File: config.mk
export PLATFORM = sky130hd
export DESIGN_NAME = uart_rx_deserializer
export DESIGN_NICKNAME = d
export VERILOG_FILES = /design/src/rtl/uart_rx_deserializer.sv
export SDC_FILE = /design/constraint.sdc
export NUM_CORES = 1
export LEC_CHECK = 0
export ABC_CLOCK_PERIOD_IN_PS = 3940
export CORE_MARGIN = 5
export CORE_UTILIZATION = 45
export DETAILED_ROUTE_END_ITERATION = 8
export SYNTH_ARGS = -nofsm -noshare
export SYNTH_HDL_FRONTEND = slang
export SYNTH_SLANG_ARGS = --single-unit
File: constraint.sdc
create_clock -name CLK -period 3.94 [get_ports CLK]
set_clock_uncertainty 0.1 [all_clocks]
set_input_delay 0.394 -clock CLK [delete_from_list [all_inputs] [get_ports CLK]]
set_output_delay 0.394 -clock CLK [all_outputs]
set_load 0.1 [all_outputs]
File: src/rtl/uart_rx_deserializer.sv
`default_nettype none
// ============================================================================
// Module   : uart_rx_deserializer
// Purpose  : UART receive path. Oversamples RX_IN, detects the start bit,
//            takes a 2-of-3 majority vote around the middle of each bit,
//            shifts in DATA_WIDTH bits LSB first, checks the optional parity
//            bit and the stop bit, and reports the result with one-cycle
//            pulses.
// Ports    : CLK           system clock
//            RST           asynchronous active-low reset
//            RX_IN         serial line, idles high, already synchronised
//            Prescale      oversampling ratio (8, 16 or 32)
//            PAR_EN        1 = parity bit follows the data bits
//            PAR_TYP       0 = even, 1 = odd parity
//            P_DATA        last correctly received byte
//            Data_Valid    one-cycle pulse on a good frame
//            parity_error  one-cycle pulse on a bad parity bit
//            framing_error one-cycle pulse on a stop bit sampled as 0
// Revision : 1.0  initial release
// ============================================================================
module uart_rx_deserializer #(
    parameter int DATA_WIDTH = 8
) (
    input  logic                  CLK,
    input  logic                  RST,
    input  logic                  RX_IN,
    input  logic [5:0]            Prescale,
    input  logic                  PAR_EN,
    input  logic                  PAR_TYP,
    output logic [DATA_WIDTH-1:0] P_DATA,
    output logic                  Data_Valid,
    output logic                  parity_error,
    output logic                  framing_error
);

    localparam int                 c_BIT_W    = (DATA_WIDTH > 1) ? $clog2(DATA_WIDTH) : 1;
    localparam logic [c_BIT_W-1:0] c_LAST_BIT = c_BIT_W'(DATA_WIDTH - 1);

    localparam logic [2:0] c_ST_IDLE   = 3'd0;
    localparam logic [2:0] c_ST_START  = 3'd1;
    localparam logic [2:0] c_ST_DATA   = 3'd2;
    localparam logic [2:0] c_ST_PARITY = 3'd3;
    localparam logic [2:0] c_ST_STOP   = 3'd4;

    logic [2:0]            r_state;
    logic [5:0]            r_edge_cnt;
    logic [c_BIT_W-1:0]    r_bit_cnt;
    logic [DATA_WIDTH-1:0] r_shift;
    logic [2:0]            r_samples;
    logic [5:0]            r_prescale;
    logic                  r_par_en;
    logic                  r_par_typ;
    logic                  r_par_err;
    logic [DATA_WIDTH-1:0] r_p_data;
    logic                  r_data_valid;
    logic                  r_parity_error;
    logic                  r_framing_error;

    logic [5:0] w_half;
    logic [5:0] w_samp_lo;
    logic [5:0] w_samp_hi;
    logic       w_last_edge;
    logic       w_bit;
    logic       w_exp_par;

    // Sample points sit symmetrically around the middle of the bit window.
    assign w_half      = {1'b0, r_prescale[5:1]};
    assign w_samp_lo   = w_half - 6'd1;
    assign w_samp_hi   = w_half + 6'd1;
    assign w_last_edge = (r_edge_cnt == (r_prescale - 6'd1));

    // 2-of-3 majority; rejects a single-cycle glitch on any one sample.
    assign w_bit = (r_samples[0] & r_samples[1]) |
                   (r_samples[0] & r_samples[2]) |
                   (r_samples[1] & r_samples[2]);

    // Even parity expects XOR(data); odd parity expects its complement.
    assign w_exp_par = (^r_shift) ^ r_par_typ;

    always_ff @(posedge CLK or negedge RST) begin
        if (!RST) begin
            r_state         <= c_ST_IDLE;
            r_edge_cnt      <= '0;
            r_bit_cnt       <= '0;
            r_shift         <= '0;
            r_samples       <= '0;
            r_prescale      <= '0;
            r_par_en        <= 1'b0;
            r_par_typ       <= 1'b0;
            r_par_err       <= 1'b0;
            r_p_data        <= '0;
            r_data_valid    <= 1'b0;
            r_parity_error  <= 1'b0;
            r_framing_error <= 1'b0;
        end else begin
            r_data_valid    <= 1'b0;
            r_parity_error  <= 1'b0;
            r_framing_error <= 1'b0;

            if (r_state != c_ST_IDLE) begin
                if (r_edge_cnt == w_samp_lo) r_samples[0] <= RX_IN;
                if (r_edge_cnt == w_half)    r_samples[1] <= RX_IN;
                if (r_edge_cnt == w_samp_hi) r_samples[2] <= RX_IN;
                if (w_last_edge) begin
                    r_edge_cnt <= '0;
                end else begin
                    r_edge_cnt <= r_edge_cnt + 6'd1;
                end
            end

            case (r_state)
                c_ST_IDLE: begin
                    // The detecting cycle is edge 0 of the start bit, so the
                    // counter resumes at 1 on the following cycle.
                    if (!RX_IN) begin
                        r_state    <= c_ST_START;
                        r_edge_cnt <= 6'd1;
                        r_bit_cnt  <= '0;
                        r_par_err  <= 1'b0;
                        r_prescale <= Prescale;
                        r_par_en   <= PAR_EN;
                        r_par_typ  <= PAR_TYP;
                    end
                end
                c_ST_START: begin
                    if (w_last_edge) begin
                        r_state <= w_bit ? c_ST_IDLE : c_ST_DATA;
                    end
                end
                c_ST_DATA: begin
                    if (w_last_edge) begin
                        r_shift <= {w_bit, r_shift[DATA_WIDTH-1:1]};
                        if (r_bit_cnt == c_LAST_BIT) begin
                            r_bit_cnt <= '0;
                            r_state   <= r_par_en ? c_ST_PARITY : c_ST_STOP;
                        end else begin
                            r_bit_cnt <= r_bit_cnt + 1'b1;
                        end
                    end
                end
                c_ST_PARITY: begin
                    if (w_last_edge) begin
                        r_par_err <= (w_bit != w_exp_par);
                        r_state   <= c_ST_STOP;
                    end
                end
                c_ST_STOP: begin
                    if (w_last_edge) begin
                        r_state         <= c_ST_IDLE;
                        r_framing_error <= ~w_bit;
                        r_parity_error  <= r_par_err;
                        if (w_bit && !r_par_err) begin
                            r_p_data     <= r_shift;
                            r_data_valid <= 1'b1;
                        end
                    end
                end
                default: begin
                    r_state <= c_ST_IDLE;
                end
            endcase
        end
    end

    assign P_DATA        = r_p_data;
    assign Data_Valid    = r_data_valid;
    assign parity_error  = r_parity_error;
    assign framing_error = r_framing_error;

endmodule
`default_nettype wire

==> results of run 1 <==
## metrics by stage
stage	hold slack, ps	cells	power [uW]	setup slack, ps	instance area (um2)
6_report	123.8	328	1941	788.3	2816
5_1_grt	219.1	328	2111	555.0	2816
4_1_cts	179.3	328	1951	725.1	2816
3_5_place_dp	398.2	320	1649	728.2	2724
3_3_place_gp	391.8	320	1633	854.3	2724
2_1_floorplan	-1.591	240	1476	960.2	2491
## cell usage after synthesis, types with 3 or more instances
cell type and n:
mux2_2 23, nor2_1 12, nor2b_1 5, nand3_1 6
xnor2_1 14, a2111oi_0 3, ha_1 7, or3_1 3
o21ai_0 10, xor2_1 11, nor3_1 6, o311ai_0 3
dfrtp_1 43, nand4_1 4, clkbuf_1 8, inv_1 10
o221ai_1 4, and2_1 4, nand2_1 21
## state kept, by name (all words and copies together), names as in the netlist, 3 cells and up
signal / flops
r_shift: 8
r_bit_cnt: 3
r_prescale: 6
r_edge_cnt: 6
P_DATA: 8
r_samples: 3
r_state: 3
## per-layer routing
metal / vias to the layer above / track usage, % / part of all wire (%)
met1: 870 / 22.69 / 51
met3: 6 / 4.416 / 3.8
met2: 28 / 21.23 / 44
li1: 886 / - / -
met4: 0 / 3.597 / 1.1
met5: - / 0 / 0
## report_power, final
part | leakage [uW] | switching, uW | internal, uW
registers | 0.000565 | 189 | 550
logic | 0.000610 | 512 | 392
clock network | 0.0000408 | 171 | 127
## cell type report
class,count,share of cell area (%)
Multi-Input combinational cell,172,46.16
Sequential cell,43,38.21
Timing Repair Buffer,23,7.819
Tap cell,72,3.199
Clock buffer,5,2.443
Inverter,10,1.333
Clock inverter,3,0.8441
## final timing paths
check / end / slack, ps / startpoint / depth (start not counted)
max: P_DATA[5] / 790 / r_prescale[2] / 7
min: r_bit_cnt[1] / 120 / RST / 1
max reg2reg: P_DATA[5] / 790 / r_prescale[2] / 7
min reg2reg: P_DATA[7] / 420 / P_DATA[7] / 1
max in group asynchronous: r_edge_cnt[5] / 3000 / RST / 1
min in group CLK: P_DATA[7] / 420 / P_DATA[7] / 1
## cells in the final DEF, fill, tap and decap left out, drive strengths merged, types with 2 or more instances in the layout
cell            n
nand2          21
or2             2
o31ai           2
a21oi           2
xor2           11
buf             3
o311ai          3
nand4           4
clkbuf          5
or3             3
clkdlybuf4s50  20
nor2           12
nor2b           5
mux2           23
nand3           6
nand2b          2
clkinvlp        2
ha              7
dfrtp          43
xnor2          14
nor4            3
o221ai          4
o21ai          10
inv            11
a2111oi         3
o2bb2ai         2
nor3            7
nand3b          2
and2            4
## kinds of logic after synthesis
group	count (synthesis)	synth area share, %
xor gates and xnor gates	26	9.694
AOI/OAI and AO/OA	40	11.96
and+or+nand+nor	74	15.82
buffers and inverters	25	4.621
adders and majority gates	8	3.917
muxes	24	10.80
DFF	43	43.19
==> results.json, run 1 <==
{
  "post_cts_buffers": 0,
  "ioPinCount": 22,
  "fp.dieW_um": 84.41,
  "path_max_fanout": 11,
  "routedWlPerCell_um": 15.09,
  "grt_pass1_wl_mm": 8.645,
  "outcome": "complete, no violations",
  "critPathBufInv": 1,
  "ys_warn_count": 0,
  "ys_seq_elements": 43,
  "setup_tns_ps": 0,
  "syn_area_um2": 2491,
  "numClockSinks": 43,
  "p_leak_uw": 0.001215,
  "pwr_density_cell_nw_per_um2": 689.3,
  "fillers": 496,
  "antenna_found_initial": 0,
  "numCtsBuffers": 5,
  "ys_seq_area_share_pct": 43.19,
  "synth_top_area_share_pct": 43.19,
  "crit_chain": "inv_1 > ha_1 > a21bo_2 > or3_1 > a211o_1 > nor4_4 > mux2_2",
  "core_area_um2": 5439,
  "worstSetupEndpointType": "flip-flop",
  "regArea_um2": 1076,
  "synth_flop_cell": "dfrtp_1",
  "tritoncts": "yes",
  "clk_latency_ps": 310,
  "totalWireLength_mm": 4.950,
  "netlist_instances": 240,
  "cts_hold_repair.buffers": 0,
  "fin_util_pct": 51.78,
  "crit_family": "simple AND/OR/NAND/NOR gates",
  "dr.pass1.iters": 5,
  "crit_required_ps": 4040,
  "ys_top_cells_by_area": "dfrtp_1 43%, mux2_2 10%, xnor2_1 4.9%",
  "max_freq_mhz": 317.3,
  "area_growth_pct": 13.06,
  "die_h_um": 84.41,
  "crit_path_start_kind": "flip-flop",
  "cts_resized": 0,
  "worstSetupPathType": "reg2reg",
  "multi_input_area_um2": 1300,
  "antenna_cells": 0,
  "cp_slowest_cell": "nor4_4",
  "synth_cell_types": 53,
  "gp_congestion": 0.8449,
  "min_period_ps": 3152,
  "slew-limit-headroom_pct": 35.03,
  "drv_cap": 0,
  "post-route-period-util_pct": 79.99,
  "fp-row-count": 27,
  "arrival_ps": 3250,
  "clk_pin_slew_ps": 100,
  "synth_nets": 258,
  "max_stage_delay_ps": 600,
  "grt_pass1_vias": 1717,
  "synthArstFlopShare_pct": 100.0,
  "first_iter_violations": 91,
  "finalNetCount": 273,
  "grt_max_degree": 44,
  "grt.total_usage_pct": 15.07,
  "slew_violations": 0,
  "grt_overflow": 0,
  "tightest_slew_ps": 971.5,
  "h-tree-depth": 2,
  "die_area_um2": 7124,
  "antenna_left": 0,
  "dr_total_vias": 1790,
  "place_hpwl_mm": 3.529,
  "cts_root_buf": "clkbuf_8",
  "portBuffers": 21,
  "yosys.area.top_type": "dfrtp_1",
  "vias_per_cell": 5.457,
  "clockBufferDepth": 2,
  "min_path_type": "in2async",
  "synth_edf_count": 0,
  "drc": 0,
  "synth.avg_cell_area_um2": 10.38,
  "drive_gt1_share_pct": 15.23,
  "start_util_pct": 45.80,
  "rsz0062_at_grt": "no",
  "final-hold-violation-count": 0,
  "setup_violations": 0,
  "max-vdd-ir-drop_mv": 0.3747
}
Power figures use the tool's default switching activity.
==> run 2, diff against run 1 <==
ABC_CLOCK_PERIOD_IN_PS = 3000   (was 3940)
clock period = 3 ns   (was 3.94 ns; I/O delays follow)
==> results.json, run 2 (synthesis results as in run 1) <==
{
  "outcome": "complete, no violations",
  "fin_util_pct": 52.22,
  "clockBufferDepth": 2,
  "start_util_pct": 45.80,
  "h-tree-depth": 2,
  "final_common_cell": "dfrtp_1",
  "numClockSinks": 43,
  "totalWireLength_mm": 4.935,
  "portBuffers": 21,
  "setup_tns_ps": 0,
  "worstSetupEndpointType": "flip-flop",
  "pwr_density_cell_nw_per_um2": 901.0,
  "grt_pass1_vias": 1790,
  "fillers": 507,
  "reg2reg_from": "r_prescale[1]",
  "tightest_slew_ps": 973.5,
  "numCtsBuffers": 5,
  "layout_common_cells": "43 x dfrtp_1, 23 x mux2_2, 21 x nand2_1",
  "crit_path_start_kind": "flip-flop",
  "drive_gt1_share_pct": 21.67,
  "worstSetupPathType": "reg2reg",
  "dpl_worst_slack_ps": 102.0,
  "antenna_cells": 0,
  "final-hold-violation-count": 0,
  "r2r_slack_ps": 180,
  "cts_hold_repair.buffers": 0,
  "final_cells": 335,
  "antenna_left": 0,
  "regArea_um2": 1076,
  "fp-row-count": 27,
  "core_area_um2": 5439,
  "r2r_cells": 8,
  "finalNetCount": 280,
  "dr_total_vias": 1777,
  "dr.pass1.iters": 4,
  "tritoncts": "yes",
  "antenna_found_initial": 0,
  "min_period_ps": 2819,
  "drc": 0,
  "slew-limit-headroom_pct": 35.10,
  "fp.dieW_um": 84.41,
  "fin_ws_ps": 180.7,
  "first_iter_violations": 62,
  "die_area_um2": 7124,
  "gp_congestion": 0.8486,
  "grt_max_degree": 44,
  "min_path_type": "in2async",
  "path_max_fanout": 9,
  "setup_violations": 0,
  "place_hpwl_mm": 3.565,
  "die_h_um": 84.41,
  "grt_overflow": 0,
  "grt.total_usage_pct": 15.12,
  "clk_pin_slew_ps": 80,
  "max-vdd-ir-drop_mv": 0.4907,
  "max_freq_mhz": 354.7,
  "vias_per_cell": 5.304,
  "post-route-period-util_pct": 93.98,
  "cts_root_buf": "clkbuf_8",
  "p_leak_uw": 0.001275,
  "r2r-end": "P_DATA[5]",
  "drv_cap": 0,
  "p_total_uw": 2559,
  "clk_latency_ps": 290,
  "grt_pass1_wl_mm": 8.721,
  "multi_input_area_um2": 1306,
  "arrival_ps": 2900,
  "ioPinCount": 22,
  "crit_required_ps": 3080,
  "area_growth_pct": 14.01,
  "slew_violations": 0,
  "routedWlPerCell_um": 14.73,
  "dp.cells": 327,
  "rsz0062_at_grt": "no"
}
run 2: cell type report:
cell class	count	share of cell area, %
timing repair buffer	30	8.634
inverter	10	1.322
clock inverter	2	0.4405
sequential	43	37.89
tap	72	3.172
multi-input combinational	172	45.99
clock buffer	6	2.555
run 2: through the flow:
step / hold slack, ps / cell area [um2]
after global placement: 392.8 / 2749
after floorplan: -95.59 / 2491
after CTS: 105.5 / 2834
final: 43.62 / 2840
after global routing: 156.2 / 2840
after detailed placement: 397.3 / 2749
run 2: worst max path at each step:
stage                   from         end  slack [ps]
5_1_grt        r_prescale[1]   P_DATA[3]          40
4_1_cts        r_prescale[1]  r_state[1]          80
6_report       r_prescale[1]   P_DATA[5]         180
3_5_place_dp   r_prescale[1]  r_state[1]         100
3_3_place_gp   r_prescale[1]  r_state[2]         220
2_1_floorplan  r_prescale[1]   P_DATA[0]          20
run 2: metal layers:
| metal | track usage [%] | routed length [um] | share of wire [%] |
|---|---|---|---|
| met5 | 0 | 0 | 0 |
| met4 | 5.468 | 54 | 1.1 |
| met3 | 2.552 | 172 | 3.5 |
| met2 | 23.03 | 2209 | 45 |
| met1 | 21.67 | 2499 | 51 |
run 2: timing repair:
item | CTS | global route
setup buffers | 0 | 0
gates resized for setup | 0 | 2
endpoints found under the hold margin | 0 | 0
endpoints found under the setup margin | 0 | 2
run 2: critical path, cell delays in order, from the launching register on:
cell,delay [ps]
dfrtp_1,390
inv_1,110
ha_1,210
a21bo_2,250
or3_1,390
a211o_1,400
nor4_4,290
buf_4,210
mux2_2,350
run 2: report_power, final:
group          leakage (uW)  internal (uW)  switching [uW]
clock network     0.0000412            163             199
registers          0.000565            724             181
logic              0.000669            553             740
==> run 3, diff against run 2 <==
--- a/config.mk
+++ b/config.mk
@@ -11,2 +11,3 @@
 export DETAILED_ROUTE_END_ITERATION = 8
+export GPL_ROUTABILITY_DRIVEN = 0
 export SYNTH_ARGS = -nofsm -noshare
--- a/constraint.sdc
+++ b/constraint.sdc
@@ -4,2 +4,2 @@
 set_output_delay 0.3 -clock CLK [all_outputs]
-set_load 0.1 [all_outputs]
+set_load 0.05 [all_outputs]
==> results.json, run 3 (synthesis results as in run 1) <==
{
  "setup_violations": 0,
  "max_freq_mhz": 350.5,
  "clk_latency_ps": 300,
  "totalWireLength_mm": 5.042,
  "min_path_type": "in2async",
  "place_hpwl_mm": 3.610,
  "tritoncts": "yes",
  "tightest_slew_ps": 970.3,
  "post_cts_buffers": 0,
  "ioPinCount": 22,
  "fillers": 500,
  "fp-row-count": 27,
  "routedWlPerCell_um": 15.10,
  "pwr_density_cell_nw_per_um2": 919.9,
  "numCtsBuffers": 5,
  "h-tree-depth": 2,
  "area_growth_pct": 15.97,
  "layout_common_cells": "43 x dfrtp_1, 23 x mux2_2, 21 x nand2_1",
  "vias_per_cell": 5.434,
  "fp.dieW_um": 84.41,
  "dp.cells": 326,
  "multi_input_area_um2": 1308,
  "path_max_fanout": 9,
  "max-vdd-ir-drop_mv": 0.6101,
  "p_leak_uw": 0.001264,
  "grt_overflow": 0,
  "die_h_um": 84.41,
  "die_area_um2": 7124,
  "cts_root_buf": "clkbuf_8",
  "worstSetupEndpointType": "flip-flop",
  "cp_slowest_cell": "a211o_2",
  "final_common_cell": "dfrtp_1",
  "dr.pass1.iters": 4,
  "antenna_left": 0,
  "portBuffers": 21,
  "grt_max_degree": 44,
  "numClockSinks": 43,
  "fin_util_pct": 53.12,
  "drc": 0,
  "slew_violations": 0,
  "outcome": "complete, no violations",
  "grt.total_usage_pct": 15.55,
  "post-route-period-util_pct": 95.11,
  "antenna_found_initial": 0,
  "finalNetCount": 279,
  "arrival_ps": 2940,
  "final-hold-violation-count": 0,
  "rsz0062_at_grt": "no",
  "cts_resized": 0,
  "min_period_ps": 2853,
  "final_cells": 334,
  "cts_hold_repair.buffers": 0,
  "drive_gt1_share_pct": 17.94,
  "core_area_um2": 5439,
  "antenna_cells": 0,
  "clk_pin_slew_ps": 90,
  "clockBufferDepth": 2,
  "drv_cap": 0,
  "crit_chain": "inv_1 > ha_1 > a21bo_2 > or3_1 > a211o_2 > nor4_4 > buf_4 > mux2_2",
  "worstSetupPathType": "reg2reg",
  "start_util_pct": 45.80,
  "hold_ws_ps": 49.48,
  "slew-limit-headroom_pct": 35.31,
  "max_stage_delay_ps": 430,
  "regArea_um2": 1076,
  "grt_pass1_wl_mm": 8.914,
  "grt_pass1_vias": 1772,
  "crit_required_ps": 3090,
  "crit_path_start_kind": "flip-flop",
  "dr_total_vias": 1815,
  "first_iter_violations": 79,
  "setup_tns_ps": 0
}
run 3: path summary, 6_finish.rpt:
path | start | endpoint | slack [ps] | cells after the start
max | r_prescale[2] | P_DATA[1] | 150 | 8
max reg2reg | r_prescale[2] | P_DATA[1] | 150 | 8
min reg2reg | P_DATA[7] | P_DATA[7] | 410 | 1
min | RST | r_prescale[1] | 50 | 1
min in group CLK | P_DATA[7] | P_DATA[7] | 410 | 1
max in group asynchronous | RST | r_edge_cnt[5] | 2140 | 1
run 3: critical path: cells and delay by family (launching register included):
family	cells	cell delay [ps]
AOI/OAI and AO/OA	2	690
adders and majority gates	1	210
buffers and inverters	2	330
DFF	1	390
muxes	1	350
and+or+nand+nor	2	670
run 3: per-stage QoR:
stage / power [uW] / setup slack, ps / cell area (um2)
after floorplan: 1938 / 20.99 / 2491
after global placement: 2181 / 190.8 / 2769
after detailed placement: 2196 / 92.91 / 2769
after CTS: 2668 / 88.00 / 2882
after global routing: 2888 / 7.702 / 2889
final: 2658 / 146.6 / 2889
run 3: final cells by class:
class	count	share of cell area [%]
Tap cell	72	3.118
Multi-Input combinational cell	172	45.26
Inverter	10	1.299
Clock buffer	5	2.382
Clock inverter	3	1.516
Sequential cell	43	37.25
Timing Repair Buffer	29	9.181
run 3: where the power goes:
| part | total [uW] | switching (uW) | internal [uW] |
|---|---|---|---|
| clock network | 454 | 206 | 248 |
| registers | 915 | 191 | 724 |
| logic | 1290 | 742 | 547 |
run 3: routing by layer:
layer	global-route usage (%)	share of wire, %	vias to the layer above
met5	0	0	-
met4	4.317	1.2	0
met3	3.631	2.8	6
met2	23.46	47	17
met1	22.41	49	890
li1	-	-	902
